`src/rtl/regfile_pkg.sv`:
```
// Shared types and constants for the multi-port register file.
// Write-port structs carry maximum-width fields so one type serves every parameterisation.
package regfile_pkg;

  localparam int RF_DATA_W     = 32;
  localparam int RF_ADDR_W     = 5;
  localparam int RF_DATA_W_MAX = 64;
  localparam int RF_ADDR_W_MAX = 8;

  localparam logic [RF_ADDR_W_MAX-1:0] REG_ZERO = '0;

  typedef struct packed {
    logic                     en;
    logic [RF_ADDR_W_MAX-1:0] addr;
    logic [RF_DATA_W_MAX-1:0] data;
  } rf_wr_t;

endpackage

```
`src/rtl/regfile_rd_port.sv`:
```
// One combinational read port: write bypass, zero-register masking and
// pending masking.
module regfile_rd_port
  import regfile_pkg::*;
#(
  parameter int DATA_W  = RF_DATA_W,
  parameter int ADDR_W  = RF_ADDR_W,
  parameter int DEPTH   = 1 << ADDR_W,
  parameter int ZERO_R0 = 1
) (
  input  logic [ADDR_W-1:0]       addr,
  input  logic [DEPTH*DATA_W-1:0] mem_flat,
  input  logic [DEPTH-1:0]        pending,
  input  rf_wr_t                  wr0,
  input  rf_wr_t                  wr1,
  output logic [DATA_W-1:0]       data,
  output logic                    pend
);

  localparam bit ZERO_EN = (ZERO_R0 != 0);

  logic hit0;
  logic hit1;
  logic is_zero;
  logic unused_wr;

  // Upper bits of the max-width struct fields are don't-care at this width.
  assign unused_wr = ^{wr0.addr, wr0.data, wr1.addr, wr1.data};

  assign hit0    = wr0.en && (wr0.addr[ADDR_W-1:0] == addr);
  assign hit1    = wr1.en && (wr1.addr[ADDR_W-1:0] == addr);
  assign is_zero = ZERO_EN && (addr == REG_ZERO[ADDR_W-1:0]);

  always_comb begin
    data = '0;
    pend = 1'b0;
    if (!is_zero) begin
      if (hit1)
        data = wr1.data[DATA_W-1:0];
      else if (hit0)
        data = wr0.data[DATA_W-1:0];
      else
        data = mem_flat[addr*DATA_W +: DATA_W];
      // A same-cycle write supplies the value through the bypass, so no stall.
      pend = pending[addr] & ~(hit0 | hit1);
    end
  end

endmodule

```
`src/rtl/regfile_mp_bypass.sv`:
```
// Two-write, NUM_RD-read register file with same-cycle bypass, hardwired
// zero register and per-register pending scoreboard for RAW stalls.
module regfile_mp_bypass
  import regfile_pkg::*;
#(
  parameter int DATA_W  = RF_DATA_W,
  parameter int ADDR_W  = RF_ADDR_W,
  parameter int NUM_RD  = 2,
  parameter int ZERO_R0 = 1
) (
  input  logic                     clock,
  input  logic                     rst_n,
  input  logic                     wr0_en,
  input  logic [ADDR_W-1:0]        wr0_addr,
  input  logic [DATA_W-1:0]        wr0_data,
  input  logic                     wr1_en,
  input  logic [ADDR_W-1:0]        wr1_addr,
  input  logic [DATA_W-1:0]        wr1_data,
  input  logic [NUM_RD*ADDR_W-1:0] rd_addr,
  output logic [NUM_RD*DATA_W-1:0] rd_data,
  output logic [NUM_RD-1:0]        rd_pending,
  input  logic                     sb_set_en,
  input  logic [ADDR_W-1:0]        sb_set_addr
);

  localparam int DEPTH   = 1 << ADDR_W;
  localparam bit ZERO_EN = (ZERO_R0 != 0);

  logic [DATA_W-1:0]       mem [DEPTH];
  logic [DEPTH*DATA_W-1:0] mem_flat;
  logic [DEPTH-1:0]        pending;
  logic [DEPTH-1:0]        pending_nxt;
  rf_wr_t                  wr0_s;
  rf_wr_t                  wr1_s;
  logic                    sb_eff;

  // Gating with rst_n keeps a write held during reset from leaking onto
  // the read ports through the bypass.
  always_comb begin
    wr0_s           = '0;
    wr0_s.en        = wr0_en & rst_n &
                      ~(ZERO_EN && (wr0_addr == REG_ZERO[ADDR_W-1:0]));
    wr0_s.addr[ADDR_W-1:0] = wr0_addr;
    wr0_s.data[DATA_W-1:0] = wr0_data;

    wr1_s           = '0;
    wr1_s.en        = wr1_en & rst_n &
                      ~(ZERO_EN && (wr1_addr == REG_ZERO[ADDR_W-1:0]));
    wr1_s.addr[ADDR_W-1:0] = wr1_addr;
    wr1_s.data[DATA_W-1:0] = wr1_data;
  end

  assign sb_eff = sb_set_en &
                  ~(ZERO_EN && (sb_set_addr == REG_ZERO[ADDR_W-1:0]));

  // Port 1 is assigned last so it wins an address collision.
  always_ff @(posedge clock or negedge rst_n) begin
    if (!rst_n) begin
      for (int i = 0; i < DEPTH; i++)
        mem[i] <= '0;
    end else begin
      if (wr0_s.en)
        mem[wr0_s.addr[ADDR_W-1:0]] <= wr0_s.data[DATA_W-1:0];
      if (wr1_s.en)
        mem[wr1_s.addr[ADDR_W-1:0]] <= wr1_s.data[DATA_W-1:0];
    end
  end

  // Set is applied after clear: a newly issued producer outranks the retiring one.
  always_comb begin
    pending_nxt = pending;
    for (int i = 0; i < DEPTH; i++) begin
      if ((wr0_s.en && (wr0_s.addr[ADDR_W-1:0] == ADDR_W'(i))) ||
          (wr1_s.en && (wr1_s.addr[ADDR_W-1:0] == ADDR_W'(i))))
        pending_nxt[i] = 1'b0;
      if (sb_eff && (sb_set_addr == ADDR_W'(i)))
        pending_nxt[i] = 1'b1;
    end
  end

  always_ff @(posedge clock or negedge rst_n) begin
    if (!rst_n)
      pending <= '0;
    else
      pending <= pending_nxt;
  end

  for (genvar g = 0; g < DEPTH; g++) begin : g_flat
    assign mem_flat[g*DATA_W +: DATA_W] = mem[g];
  end

  for (genvar k = 0; k < NUM_RD; k++) begin : g_rd
    regfile_rd_port #(
      .DATA_W  (DATA_W),
      .ADDR_W  (ADDR_W),
      .DEPTH   (DEPTH),
      .ZERO_R0 (ZERO_R0)
    ) u_rd (
      .addr     (rd_addr[k*ADDR_W +: ADDR_W]),
      .mem_flat (mem_flat),
      .pending  (pending),
      .wr0      (wr0_s),
      .wr1      (wr1_s),
      .data     (rd_data[k*DATA_W +: DATA_W]),
      .pend     (rd_pending[k])
    );
  end

endmodule

```
`config.mk`:
```
export PLATFORM = sky130hd
export DESIGN_NAME = regfile_mp_bypass
export DESIGN_NICKNAME = d
export VERILOG_FILES = /design/src/rtl/regfile_pkg.sv /design/src/rtl/regfile_rd_port.sv /design/src/rtl/regfile_mp_bypass.sv
export SDC_FILE = /design/constraint.sdc
export NUM_CORES = 2
export LEC_CHECK = 0
export CORE_MARGIN = 5
export CORE_UTILIZATION = 30
export DETAILED_ROUTE_END_ITERATION = 7
export SYNTH_ARGS = -nofsm -noshare
export SYNTH_HDL_FRONTEND = slang
export SYNTH_SLANG_ARGS = --single-unit
```
`constraint.sdc`:
```
create_clock -name clock -period 14.75 [get_ports clock]
set_input_delay 4.425 -clock clock [delete_from_list [all_inputs] [get_ports clock]]
set_output_delay 4.425 -clock clock [all_outputs]
set_load 0.02 [all_outputs]
```
# After elaboration in Yosys (flattened, before gate mapping)
# Cells that the tools add are included.
op_classes:
  n_lt_le_gt_ge: 6
  eq_ne: 97
  shifts: 2
  n_mux: 84
  bitwise_logic: 16
  n_reduce_logical: 171
op_table:
  columns: ["cell", "count"]
  rows:
  - ["1024-bit bitwise mux", 2]
  - ["1024-bit two-way mux", 2]
  - ["1024-bit by 11-bit variable part select with 32-bit output", 2]
  - ["32-bit demux with 5-bit select", 2]
  - ["32-bit two-way mux", 8]
  - ["5-bit equality test (second input constant)", 48]
  - ["5-bit by 4-bit equality test with 1-bit output (second input constant)", 24]
  - ["1-bit logical AND", 102]
  - ["1-bit two-way mux", 68]
  - ["2-bit nonzero test", 32]
  - ["5-bit by 3-bit equality test with 1-bit output (second input constant)", 12]
  - ["1-bit logical OR", 32]
  - ["5-bit by 2-bit equality test with 1-bit output (second input constant)", 6]
  - ["5-bit zero test", 5]
  - ["5-bit equality test", 4]
  - ["5-bit by 1-bit equality test with 1-bit output (second input constant)", 3]
  - ["6-bit greater-or-equal comparator (second input constant)", 2]
  - ["5-bit by 6-bit less-than comparator with 1-bit output (second input constant)", 2]
  - ["6-bit by 1-bit less-than comparator with 1-bit output (second input constant)", 2]
  - ["5-bit inverter with 6-bit output", 2]
  - ["1-bit binary-select mux with 5-bit select", 2]
  - ["1-bit bitwise AND", 7]
  - ["1-bit inverter", 5]
  - ["1-bit bitwise OR", 2]
totals:
  ff_bits: 1056
  in_bits: 94
  out_inout_bits: 66
  wordCells: 440

# Logic depth before layout (Yosys ltp)
depth:
  word_depth: 9
  ltp_mapped: 11
  ltp_nobuf: 6

# By module
# From an unflattened synthesis, not the netlist that was laid out.
hier_totals:
  cells_unflattened: 8283
  hier_area_um2: 74011.0
modules_own_cells:
  columns: ["module", "n_inst", "cells_each", "area_per_inst_um2", "seq_area_each_um2"]
  rows:
  - ["regfile_mp_bypass", 1, 6473, 55070.3, 26425.3]
  - ["regfile_rd_port", 2, 905, 9470.3, 0.0]

# Least setup slack after synthesis
# OpenSTA, ideal clock, no wires.
synth_path:
  kind: "input port to output port"
  startpoint: "in rd_addr[0]"
  endpoint: "out rd_data[4]"
  t_arrival_ns: 6.452
  t_required_ns: 10.325
  path_slack_ns: 3.873
  cell_stages: 7
  n_path_buf: 3
  cell_sequence: "buf_2 -> buf_2 -> buf_2 -> mux4_2 -> mux4_2 -> mux2i_1 -> o21ai_0"
synth_between:
  elab_chain_cells: 5
  elab_cells_between_ends: 9
  cone_classes: "eq/ne (2); shift (1); mux (3); reduce/logical (3)"
synth_rtl:
  columns: ["item", "line_no", "source"]
  rows:
  - ["start: declaration", "regfile_mp_bypass.sv:19", "input logic [NUM_RD*ADDR_W-1:0] rd_addr,"]
  - ["branches (longest 4 deep; another with 1024-bit by 11-bit variable part select with 32-bit output)", null, null]
  - ["32-bit two-way mux (*)", "regfile_rd_port.sv:37", "if (!is_zero) begin"]
  - ["end: declaration", "regfile_mp_bypass.sv:20", "output logic [NUM_RD*DATA_W-1:0] rd_data,"]
# Mark *: on every way between the ends.

# Final worst setup path
layout_path:
  startpoint: "in wr1_addr[3]"
  endpoint: "out rd_data[57]"
layout_between:
  elab_chain_cells: 6
  elab_cells_between_ends: 7
  cone_classes: "eq/ne (1); mux (2); bitwise (2); reduce/logical (2)"
layout_rtl:
  columns: ["item", "line_no", "source"]
  rows:
  - ["start: declaration", "regfile_mp_bypass.sv:17", "input logic [ADDR_W-1:0] wr1_addr,"]
  - ["5-bit zero test", "regfile_mp_bypass.sv:48", "~(ZERO_EN && (wr1_addr == REG_ZERO[ADDR_W-1:0]));"]
  - ["1-bit inverter", "regfile_mp_bypass.sv:48", null]
  - ["1-bit bitwise AND", "regfile_mp_bypass.sv:47", "wr1_s.en = wr1_en & rst_n &"]
  - ["1-bit logical AND (*)", "regfile_rd_port.sv:31", "assign hit1 = wr1.en && (wr1.addr[ADDR_W-1:0] == addr);"]
  - ["32-bit two-way mux (*)", "regfile_rd_port.sv:38", "if (hit1)"]
  - ["32-bit two-way mux (*)", "regfile_rd_port.sv:37", null]
# Every way passes the cells marked *; elsewhere a longest branch is shown, timed or not.

==> impl_metrics.tcl <==
set metrics [dict create \
    cts_resized 0 \
    p_clk_frac 0.313 \
    critPathKind "in -> out" \
    grt_antenna_before_repair 11 \
    synth_top_cells_by_area "dfrtp_1 (40%), mux4_2 (19%), mux2i_1 (17%), o21ai_0 (5.1%), nand2_1 (4.3%)" \
    max_slew.worst_pin.slew_ps 1310 \
    total_power_mw 9.41 \
    holdBufCountCts 0 \
    async_flop_share 1.00 \
    fin_setup_tns_ps 0 \
    yosysMostFrequentCell "mux2i_1" \
    final_cells 8941 \
    ys_ff_latch 1056 \
    htreeDepth 3 \
    dp_hpwl_um 165000 \
    clk_pin_slew_ps 60 \
    ios 160 \
    critPathCaptureType "output pin" \
    worst_ep_required_time_ps 10320 \
    port_buffers 159 \
    p_leak_nw 28.4 \
    p_switching_mw 2.98 \
    post-route-drc-count 0 \
    status "complete, no violations" \
    first_pass_iters 8 \
    drt-total-wl_um 279000 \
    initial_core_util 0.302 \
    cp_max_fo 31 \
    syn_inst 6237 \
    nets 5979 \
    placed_area_um2 70400 \
    final.setup.worst_slack_ps 1060 \
    viasPerCell 6.01 \
    syn_avg_cell_area_um2 10.7 \
    relSlewSlack 0.129 \
    fp-row-count 172 \
    yosys_warnings 0 \
    min_period_over_period 0.928 \
    grt_max_degree 85 \
    p_int_mw 6.43 \
    synth_nets 6331 \
    drv_cap 0 \
    globalplace.congestion 0.964 \
    ir_drop_mv 0.0937 \
    clk-insertion-delay-late_ps 750 \
    overflow 0 \
    synth_edf_count 0 \
    cts.sinks 1056 \
    dp_slack_ps 1290 \
    swShare 0.317 \
    grt_pass1_wl_um 399000 \
    synth-seq-area-share 0.398 \
    syn_to_final_growth_pct 11.5 \
    core_region_area_um2 220000 \
    critPathLaunchType "primary input" \
    cts_tree "done" \
    synth_commonest_cells "mux2i_1 (1151), dfrtp_1 (1056), nand2_1 (762)" \
    finalMaxSlewViolations 0 \
    synth_area_um2 66400 \
    ant_nets 0 \
    dp.cells 8733 \
    fmaxAchievable_ghz 0.0731 \
    drt-initial-drc-count 7512 \
    die_x_um 481 \
    finalHoldViolations 0 \
    yosysUniqueCellTypes 56 \
    whs_ps 397 \
    finClkSkew_ps 0 \
    cts_made_buffers 108 \
    rsz0062_at_grt "false" \
    yosysTopAreaCell "dfrtp_1" \
    stdcell_area_um2 74100 \
    cts.path.max_buffers 3 \
    num_vias 53703 \
    grt_pass1_vias 52718 \
    drive_gt1_frac 0.170 \
    track_usage 0.235 \
    p_comb_frac 0.256 \
    crit_arrival_ps 9260 \
    powerDensity_nw_per_um2 127 \
    hp-class "reg -> reg" \
    setup_viol 0 \
    wl_per_cell_um 31.2 \
    fillers 21914 \
    die_area_um2 231000 \
    cts_root_buffer "clkbuf_16" \
    cts_setup_buffers 0 \
    utilization 0.337 \
    sequentialPowerShare 0.431 \
    synth_flop_cell "dfrtp_1" \
    fin_crit_ps 13690 \
    synth.top_cell.area_share 0.398 \
    die_y_um 481 \
]
==> logic make-up after synthesis <==
logic type	share of synthesized area
mux	0.360
simple gates	0.0836
flops	0.398
compound gates	0.105
xor+xnor	0.00264
buf+inv	0.0516
==> sequential cells by signal, indices dropped and copies added, names as in the netlist <==
signal   count
pending     32
mem       1024
==> layer usage <==
metal	global-route usage	vias up	share of wire
li1	-	22005	-
met1	0.283	26886	0.35
met2	0.364	3728	0.45
met3	0.0579	1080	0.11
met4	0.180	4	0.093
met5	0.000621	-	0.000090
==> path summary, 6_finish.rpt <==
path,from,end,slack (ps),cells after the start
max,wr1_addr[3],rd_data[57],1060,9
min,mem[1023],mem[1023],400,0
max reg2reg,mem[515],mem[515],13900,2
min reg2reg,mem[1023],mem[1023],400,0
max in group asynchronous,rst_n,mem[568],7240,5
min in group asynchronous,rst_n,mem[295],3600,1
==> cell type report <==
class	count	area (µm²)	area share
Multi-Input combinational cell	4362	37100	0.501
Sequential cell	1056	26400	0.357
Tap cell	2958	3700	0.0500
Clock buffer	165	3270	0.0441
Timing Repair Buffer	351	3120	0.0420
Clock inverter	33	419	0.00566
Inverter	6	25.0	0.000338
Antenna cell	10	25.0	0.000338
==> power groups by stage <==
stage | logic (mW) | clock network, mW | registers (mW)
CTS | 2.37 | 2.97 | 4.03
floorplan | 1.67 | 0 | 3.90
global placement | 2.31 | 0 | 4.04
finish | 2.41 | 2.95 | 4.05
detailed placement | 2.37 | 0 | 4.08
global route | 2.56 | 3.08 | 4.13
==> critical path, stage by stage <==
cell and delay (ps):
clkdlybuf4s50_1 740, nor3_1 100, a21o_1 270, nor4_4 930, buf_4 360, or3_2 920, nor3_1 470, a221o_1 440
clkdlybuf4s50_1 560
==> placed cells by master (no fill, tap or decap), types with 6 or more instances in the layout <==
cell type / instances
clkinv_2: 18
mux2i_1: 1151
clkbuf_8: 33
buf_12: 8
xor2_1: 6
mux4_2: 548
clkdlybuf4s50_1: 140
o22ai_1: 48
nand2b_1: 24
diode_2: 10
buf_2: 8
o21ai_1: 107
nand2_1: 750
nand3_1: 58
nand2_4: 12
buf_4: 187
nor2_4: 47
o21ai_0: 679
a22o_1: 21
or4_1: 6
bufinv_16: 9
dfrtp_1: 1056
a32oi_1: 13
nor3_1: 51
nor2_1: 333
a211o_1: 11
clkbuf_16: 110
a221o_1: 23
a31oi_1: 9
nor2b_1: 37
clkbuf_1: 24
xnor2_1: 14
a21oi_1: 305
o221ai_1: 16
a22oi_1: 34
No activity file was read; power rests on OpenSTA's default activity.
